`src/rtl/jtframe_romslot_pkg.sv`:
```
// Shared types and constants for the Z80 ROM slot: FSM state encoding,
// the SDRAM word / CPU byte split and a byte-lane select helper.
package jtframe_romslot_pkg;

    typedef enum logic [1:0] {
        IDLE = 2'd0,
        REQ  = 2'd1,
        WAIT = 2'd2
    } state_t;

    localparam int WORD_W   = 16;
    localparam int BYTE_W   = 8;
    localparam int BYTE_SEL = 0;

    function automatic logic [BYTE_W-1:0] selByte(input logic [WORD_W-1:0] word, input logic hi);
        return hi ? word[WORD_W-1:BYTE_W] : word[BYTE_W-1:0];
    endfunction

endpackage

```
`src/rtl/jtframe_romslot_cache.sv`:
```
// Two-entry word cache for the ROM slot: tag/data/valid per entry, a
// round-robin replacement pointer, combinational hit lookup and one fill port.
module jtframe_romslot_cache
    import jtframe_romslot_pkg::*;
#(
    parameter int WAW = 14
) (
    input  logic              clk,
    input  logic              rst,
    input  logic              clr,
    input  logic [WAW-1:0]    i_lookupAddr,
    output logic              o_hit,
    output logic [WORD_W-1:0] o_hitWord,
    input  logic              i_fillWe,
    input  logic [WAW-1:0]    i_fillTag,
    input  logic [WORD_W-1:0] i_fillWord
);

    logic [WAW-1:0]    r_tag  [2];
    logic [WORD_W-1:0] r_data [2];
    logic [1:0]        r_valid;
    logic              r_ptr;
    logic              w_hit0;
    logic              w_hit1;

    // Valid bits and replacement pointer; clr wins over a coincident fill so a
    // word fetched from the old ROM image never becomes visible.
    always_ff @(posedge clk) begin
        if (rst || clr) begin
            r_valid <= 2'b00;
            r_ptr   <= 1'b0;
        end else if (i_fillWe) begin
            r_valid[r_ptr] <= 1'b1;
            r_ptr          <= ~r_ptr;
        end
    end

    // Tag and data storage need no reset; the valid bits gate every lookup.
    always_ff @(posedge clk) begin
        if (i_fillWe && !clr && !rst) begin
            r_tag[r_ptr]  <= i_fillTag;
            r_data[r_ptr] <= i_fillWord;
        end
    end

    // Lookup across both entries; entry 0 takes priority if both ever match.
    always_comb begin
        w_hit0    = r_valid[0] && (r_tag[0] == i_lookupAddr);
        w_hit1    = r_valid[1] && (r_tag[1] == i_lookupAddr);
        o_hit     = w_hit0 || w_hit1;
        o_hitWord = w_hit0 ? r_data[0] : r_data[1];
    end

endmodule

```
`src/rtl/jtframe_z80_romslot.sv`:
```
// ROM-side responder for the Z80 wait handshake. Serves CPU byte reads from
// a two-entry word cache and refills it from SDRAM over req/ack/dok.
module jtframe_z80_romslot
    import jtframe_romslot_pkg::*;
#(
    parameter int AW = 15,
    parameter int DW = 8,
    parameter int SW = 16
) (
    input  logic          clk,
    input  logic          rst,
    input  logic [AW-1:0] addr,
    input  logic          addr_ok,
    output logic [DW-1:0] dout,
    output logic          data_ok,
    input  logic          clr,
    output logic [AW-2:0] sdram_addr,
    output logic          sdram_req,
    input  logic          sdram_ack,
    input  logic          sdram_dok,
    input  logic [SW-1:0] sdram_din
);

    localparam int WAW = AW - 1;

    state_t          r_state;
    state_t          w_nextState;
    logic            r_sdramReq;
    logic [WAW-1:0]  r_sdramAddr;
    logic            r_ok;
    logic [AW-1:0]   r_addr;
    logic [DW-1:0]   r_dout;
    logic [WAW-1:0]  w_waddr;
    logic            w_cacheHit;
    logic            w_hit;
    logic [SW-1:0]   w_hitWord;
    logic            w_fill;

    assign w_waddr = addr[AW-1:1];
    assign w_hit   = addr_ok && w_cacheHit;
    assign w_fill  = (r_state == WAIT) && sdram_dok;

    jtframe_romslot_cache #(
        .WAW(WAW)
    ) u_cache (
        .clk          (clk),
        .rst          (rst),
        .clr          (clr),
        .i_lookupAddr (w_waddr),
        .o_hit        (w_cacheHit),
        .o_hitWord    (w_hitWord),
        .i_fillWe     (w_fill),
        .i_fillTag    (r_sdramAddr),
        .i_fillWord   (sdram_din)
    );

    // Next-state logic: one outstanding request, IDLE only leaves on a miss.
    always_comb begin
        w_nextState = r_state;
        case (r_state)
            IDLE:    if (addr_ok && !w_cacheHit) w_nextState = REQ;
            REQ:     if (sdram_ack)              w_nextState = WAIT;
            WAIT:    if (sdram_dok)              w_nextState = IDLE;
            default:                             w_nextState = IDLE;
        endcase
    end

    // State register.
    always_ff @(posedge clk) begin
        if (rst) r_state <= IDLE;
        else     r_state <= w_nextState;
    end

    // SDRAM request: high exactly while in REQ, address frozen at the miss.
    always_ff @(posedge clk) begin
        if (rst) begin
            r_sdramReq  <= 1'b0;
            r_sdramAddr <= '0;
        end else begin
            r_sdramReq <= (w_nextState == REQ);
            if (r_state == IDLE && w_nextState == REQ) r_sdramAddr <= w_waddr;
        end
    end

    // Output register: captures the byte and the address it belongs to on a hit.
    always_ff @(posedge clk) begin
        if (rst) begin
            r_ok   <= 1'b0;
            r_addr <= '0;
            r_dout <= '0;
        end else if (clr) begin
            r_ok <= 1'b0;
        end else if (w_hit) begin
            r_ok   <= 1'b1;
            r_addr <= addr;
            r_dout <= selByte(w_hitWord, addr[BYTE_SEL]);
        end else begin
            r_ok <= 1'b0;
        end
    end

    assign dout       = r_dout;
    assign data_ok    = r_ok && addr_ok && (addr == r_addr);
    assign sdram_req  = r_sdramReq;
    assign sdram_addr = r_sdramAddr;

endmodule

```
`config.mk`:
```
export PLATFORM = sky130hd
export DESIGN_NAME = jtframe_z80_romslot
export DESIGN_NICKNAME = d
export VERILOG_FILES = /design/src/rtl/jtframe_romslot_pkg.sv /design/src/rtl/jtframe_romslot_cache.sv /design/src/rtl/jtframe_z80_romslot.sv
export SDC_FILE = /design/constraint.sdc
export NUM_CORES = 1
export LEC_CHECK = 0
export ABC_AREA = 1
export BUFFER_PORTS_ARGS = -buffer_cell sky130_fd_sc_hd__buf_4
export CORE_MARGIN = 2
export CORE_UTILIZATION = 45
export DETAILED_ROUTE_END_ITERATION = 7
export HOLD_SLACK_MARGIN = 0.06
export PLACE_DENSITY = 0.63
export SLEW_MARGIN = 30
export SYNTH_ARGS = -nofsm -noshare
export SYNTH_HDL_FRONTEND = slang
export SYNTH_HIERARCHICAL = 1
export SYNTH_SLANG_ARGS = --single-unit
```
`constraint.sdc`:
```
create_clock -name clk -period 3.1 [get_ports clk]
set_input_delay 0.465 -clock clk [delete_from_list [all_inputs] [get_ports clk]]
set_output_delay 0.465 -clock clk [all_outputs]
set_load 0.01 [all_outputs]
```
Word level (Yosys, flattened, before mapping)
Memory sizes are Yosys's and may differ from the RTL's.
Cells that the tools add are included.
- register bits: 44
- bits in latches: 0
- bits in writable memories: 60
- ROM bits: 0
- input bits: 37
- output and inout port bits: 24
- memories: 2
- add/subtract/negate cells: 0
- multipliers: 0
- divide/modulo/power cells: 0
- $lt $le $gt $ge: 2
- equality and inequality tests: 6
- shift operators: 0
- mux-type cells: 11
- bitwise gates (word level): 3
- reduce and logical (&&, ||, !) cells: 19
- memory list (name ; depth ; bits a word ; rd ports ; clocked after Yosys merged registers in ; wr ports ; RTL line ; source):
    u_cache.r_data ; 2 ; 16 ; 2 ; 0 ; 1 ; jtframe_romslot_cache.sv:20 ; logic [WORD_W-1:0] r_data [2];
    u_cache.r_tag ; 2 ; 14 ; 2 ; 0 ; 1 ; jtframe_romslot_cache.sv:19 ; logic [WAW-1:0] r_tag [2];
- operator list (kind ; number):
    14-bit equality test ; 2
    16-bit two-way mux ; 1
    15-bit equality test ; 1
    1-bit logical AND ; 11
    8-bit two-way mux ; 1
    2-bit two-way mux ; 3
    2-bit case mux with 3 select lines ; 1
    2-bit by 1-bit equality test with 1-bit output, second input constant ; 2
    1-bit two-way mux ; 4
    1-bit logical NOT ; 3
    2-bit equality test, second input constant ; 1
    2-bit logical NOT ; 1
    1-bit logical OR ; 2
    1-bit by 2-bit less-than comparator with 1-bit output, second input constant ; 1
    1-bit inverter ; 2
    2-bit bitwise OR ; 1
    2-bit AND reduction ; 1
    2-bit OR reduction ; 1
    1-bit demux with 1-bit select ; 1
    1-bit greater-or-equal comparator, second input constant ; 1

Longest topological paths before layout
- depth in word-level cells: 9
- gate-level depth with buffers: 14
- mapped depth without buffers: 13

Cells and area by module
Netlist, hierarchy kept.
- by module, submodules not included (module ; instances ; cells each ; area an instance (µm²)):
    jtframe_romslot_cache ; 1 ; 240 ; 2666.3
    jtframe_z80_romslot ; 1 ; 257 ; 1965.6

Worst setup path after synthesis
Ideal clock, no wire load.
- kind: input to register
- from: input sdram_dok
- to: memory u_cache.r_data[0][0], enable pin
- library setup time: 417 ps
- data arrival time: 2212 ps
- required time: 2683 ps
- path slack: 471 ps
- cell stages on the path: 4
- path buffers: 0
- cell sequence: inv_1 -> nor3_1 -> nand2_1 -> nor2_1
- cells in the longest elaborated chain, start to end: 5
- ends and longest elaborated chain (element ; RTL line ; source):
    start: declaration ; jtframe_z80_romslot.sv:20 ; input logic sdram_dok,
    1-bit logical AND ; jtframe_z80_romslot.sv:41 ; assign w_fill = (r_state == WAIT) && sdram_dok;
    named net w_fill ; jtframe_z80_romslot.sv:37 ; logic w_fill;
    1-bit logical AND (2 in a row) ; jtframe_romslot_cache.sv:40 ; if (i_fillWe && !clr && !rst) begin
    1-bit two-way mux ; jtframe_romslot_cache.sv:40 ;
    1-bit two-way mux (not written as such) ; jtframe_romslot_cache.sv:42 ; r_data[r_ptr] <= i_fillWord;
    end: declaration ; jtframe_romslot_cache.sv:20 ;
The timed path passes the listed nets, and every way through them passes these cells.

==> flow_summary.toml <==
[timing]
slew_headroom_pct = 62.15
tns_ns = 0
worst_pin_slew_ns = 0.5634
fin_crit_sh_pct = 78.28
fin_worst_skew_ns = 0.01135
fmax_mhz = 412.1
slew_viol_final = 0
hold_viol = 0
rsz0062_at_grt = "no"
setup_violations = 0
min_period_ns = 2.427

[job]
cap_viol_max_count = 0

[pwr]
p_per_area_nw_per_um2 = 465.2
finalPower_mw = 2.498
vdd_drop_max_v = 0.0002368
power.leakage_nw = 2.301

[drt]
finalWirelength_um = 10110
drtIter0Drc = 237
vias = 3445
vias_per_cell = 4.957
dr.pass1.iters = 6
routedWlPerCell_um = 14.55
postRouteAntennaNets = 0
drc = 0

[placed_design]
dp_cells = 679
dp_hpwl_um = 7316
io_buffers = 60
place.gp.congestion = 0.9465

[cts]
post_cts_buffers = 0
cts_tree = "done"
hold_buffers = 0
path_clk_slew_ns = 0.10
cts_made_buffers = 9
cts.sink_count = 104
h-tree-depth = 3
clockRootBuffer = "clkbuf_8"
cts-resized-gates = 0
clk_path_buf_depth = 2
insertion_delay_ns = 0.36

[synth]
synth_cell_types = 30
yosysWarnings = 6
synth_edf_count = 60
synth_top_cell_area_share_pct = 38.90
synth-seq-cells = 104
yosysTopAreaCell = "edfxtp_1"
synth.most_common_cell = "nand2_1"
seq_area_frac_synth_pct = 57.91
ys_top_cells_by_count = "nand2_1 (158), edfxtp_1 (60), inv_1 (56), dfxtp_1 (44), nor2_1 (39)"
syn_area_um2 = 4632
syn_nets = 534
synth.area.top_cells = "edfxtp_1 (39%), dfxtp_1 (19%), nand2_1 (13%), inv_1 (4.5%), nor2_1 (3.2%)"
syn_area_per_cell_um2 = 9.320
netlist_instances = 497
synthArstFlopShare_pct = 0
ys.flop_type = "edfxtp_1"

[setup_path]
reg2reg_slack_ns = 0.67
crit_chain = "inv_1 -> nand2_1 -> nand2_1 -> nor2_1 -> nand2_1 -> nor2_8 -> nand2_4 -> nand2_1 -> inv_1 -> nand3_2 -> nand2_1 -> a21oi_1"
setup.worst_path.start = "u_cache/r_tag[0][6]"
crit_top_cell = "nand2_1"
slowest_stage = "edfxtp_1"
r2r-start = "u_cache/r_tag[0][6]"
critPathCapture = "sdram_addr[3]"
worstSetupEndpointType = "flip-flop"
critical_path_peak_fanout = 17
arrival_ns = 2.66
start_kind = "flip-flop"
slowest_delay_ns = 0.45
rr_endpoint = "sdram_addr[3]"
cp_data_required_time_ns = 3.33
reg2reg_depth = 12
critical_path_class = "reg2reg"

[final_layout]
nFillCells = 933
final_nets = 591
drive_above_1_share_pct = 19.14
layout.cells.non_filler = 695
syn_to_final_growth_pct = 15.94
antennaDiodeCount = 0

[global_routing]
grt_pass1_wl_um = 16390
antenna_found_initial = 0
first_global_vias = 3239
track_usage_pct = 19.10
grt.overflow.total = 0
grt_max_degree = 42

[floorplan]
core_um2 = 10140
die_area_um2 = 11120
die_w_um = 105.5
rows = 37
fp.dieH_um = 105.5
pin_count = 61
start_util_pct = 45.69

[hold_path]
holdCritStartpoint = "sdram_din[7]"
hold_class = "in2reg"

[run_status]
status = "complete, no violations"
## worst max-delay path: cells and delay by family, from the launching register on
family / cells / cell delay (ns)
AOI/OAI and AO/OA: 1 / 0.08
and+or+nand+nor: 9 / 1.29
DFF: 1 / 0.45
buffers and inverters: 2 / 0.50
## power by group
group / internal, mW / total, mW / switching [mW]
clock network: 0.348 / 0.816 / 0.468
registers: 1.47 / 1.49 / 0.0165
logic: 0.0797 / 0.193 / 0.113
total: 1.90 / 2.50 / 0.597
## layer usage
layer  vias up  part of all wire (%)  global-route usage [%]
met2        91                    46                   29.91
met5         -                     0                       0
met3        10                   5.3                   3.772
li1       1736                     -                       -
met1      1608                    47                   26.74
met4         0                   1.1                   6.095
## layout by cell type, fill, tap and decap left out
cell type / count
a211oi_2: 11
a21oi_1: 24
a31oi_1: 8
buf_12: 2
buf_4: 62
clkbuf_1: 1
clkbuf_16: 1
clkbuf_8: 9
clkinv_2: 3
clkinvlp_4: 1
dfxtp_1: 44
edfxtp_1: 60
inv_1: 56
inv_2: 1
inv_6: 1
inv_8: 1
nand2_1: 158
nand2_2: 3
nand2_4: 2
nand3_1: 21
nand3_2: 1
nand3b_1: 1
nand4_1: 15
nor2_1: 37
nor2_2: 3
nor2_4: 1
nor2_8: 3
nor3_1: 1
o211ai_1: 1
o21ai_0: 5
o21bai_1: 8
or2_2: 2
xnor2_1: 12
## metrics by stage
| stage | hold WS (ns) | instance area, um2 | util, % | setup WS [ns] |
|---|---|---|---|---|
| 3_3_place_gp | 0.4640 | 5180 | 51.09 | 0.5843 |
| 2_1_floorplan | 0.4371 | 4632 | - | 0.4707 |
| 4_1_cts | 0.2699 | 5370 | 52.97 | 0.7319 |
| 3_5_place_dp | 0.4712 | 5180 | 51.09 | 0.5050 |
| 5_1_grt | 0.2503 | 5370 | 52.97 | 0.4777 |
| 6_report | 0.2808 | 5370 | 52.97 | 0.6733 |
## area by class of cell
type / instances / area [um2] / share of cell area, %
tap: 136 / 170.2 / 3.169
clock buffer: 11 / 152.6 / 2.842
timing repair buffer: 64 / 505.5 / 9.413
clock inverter: 5 / 37.54 / 0.6990
multi-input combinational: 317 / 1603 / 29.85
sequential: 104 / 2683 / 49.95
inverter: 58 / 219.0 / 4.077
## registers in the layout (all words and copies together) (netlist names)
register and flops:
dout 8, r_addr 15, r_ok 1, r_state 2, sdram_addr 14, sdram_req 1, u_cache/r_data 32, u_cache/r_ptr 1
u_cache/r_tag 28, u_cache/r_valid 2
## cell families (layout without fill, tap and decap cells)
group / after synthesis / count (layout) / synth area share (%)
simple gates: 248 / 248 / 23.58
flops: 104 / 104 / 57.91
buf+inv: 76 / 138 / 7.590
compound gates: 57 / 57 / 8.644
xor+xnor: 12 / 12 / 2.269
## how the worst min path moves through the flow
stage                                       end  slack (ns)  depth (start not counted)
after floorplan              u_cache/r_valid[0]        0.44                          2
after global placement                r_addr[6]        0.46                          2
after detailed placement             r_addr[14]        0.47                          2
after CTS                  u_cache/r_data[0][7]        0.27                          1
after global routing      u_cache/r_data[1][13]        0.25                          1
final                      u_cache/r_data[1][7]        0.28                          1
No activity file was read; power rests on OpenSTA's default activity.
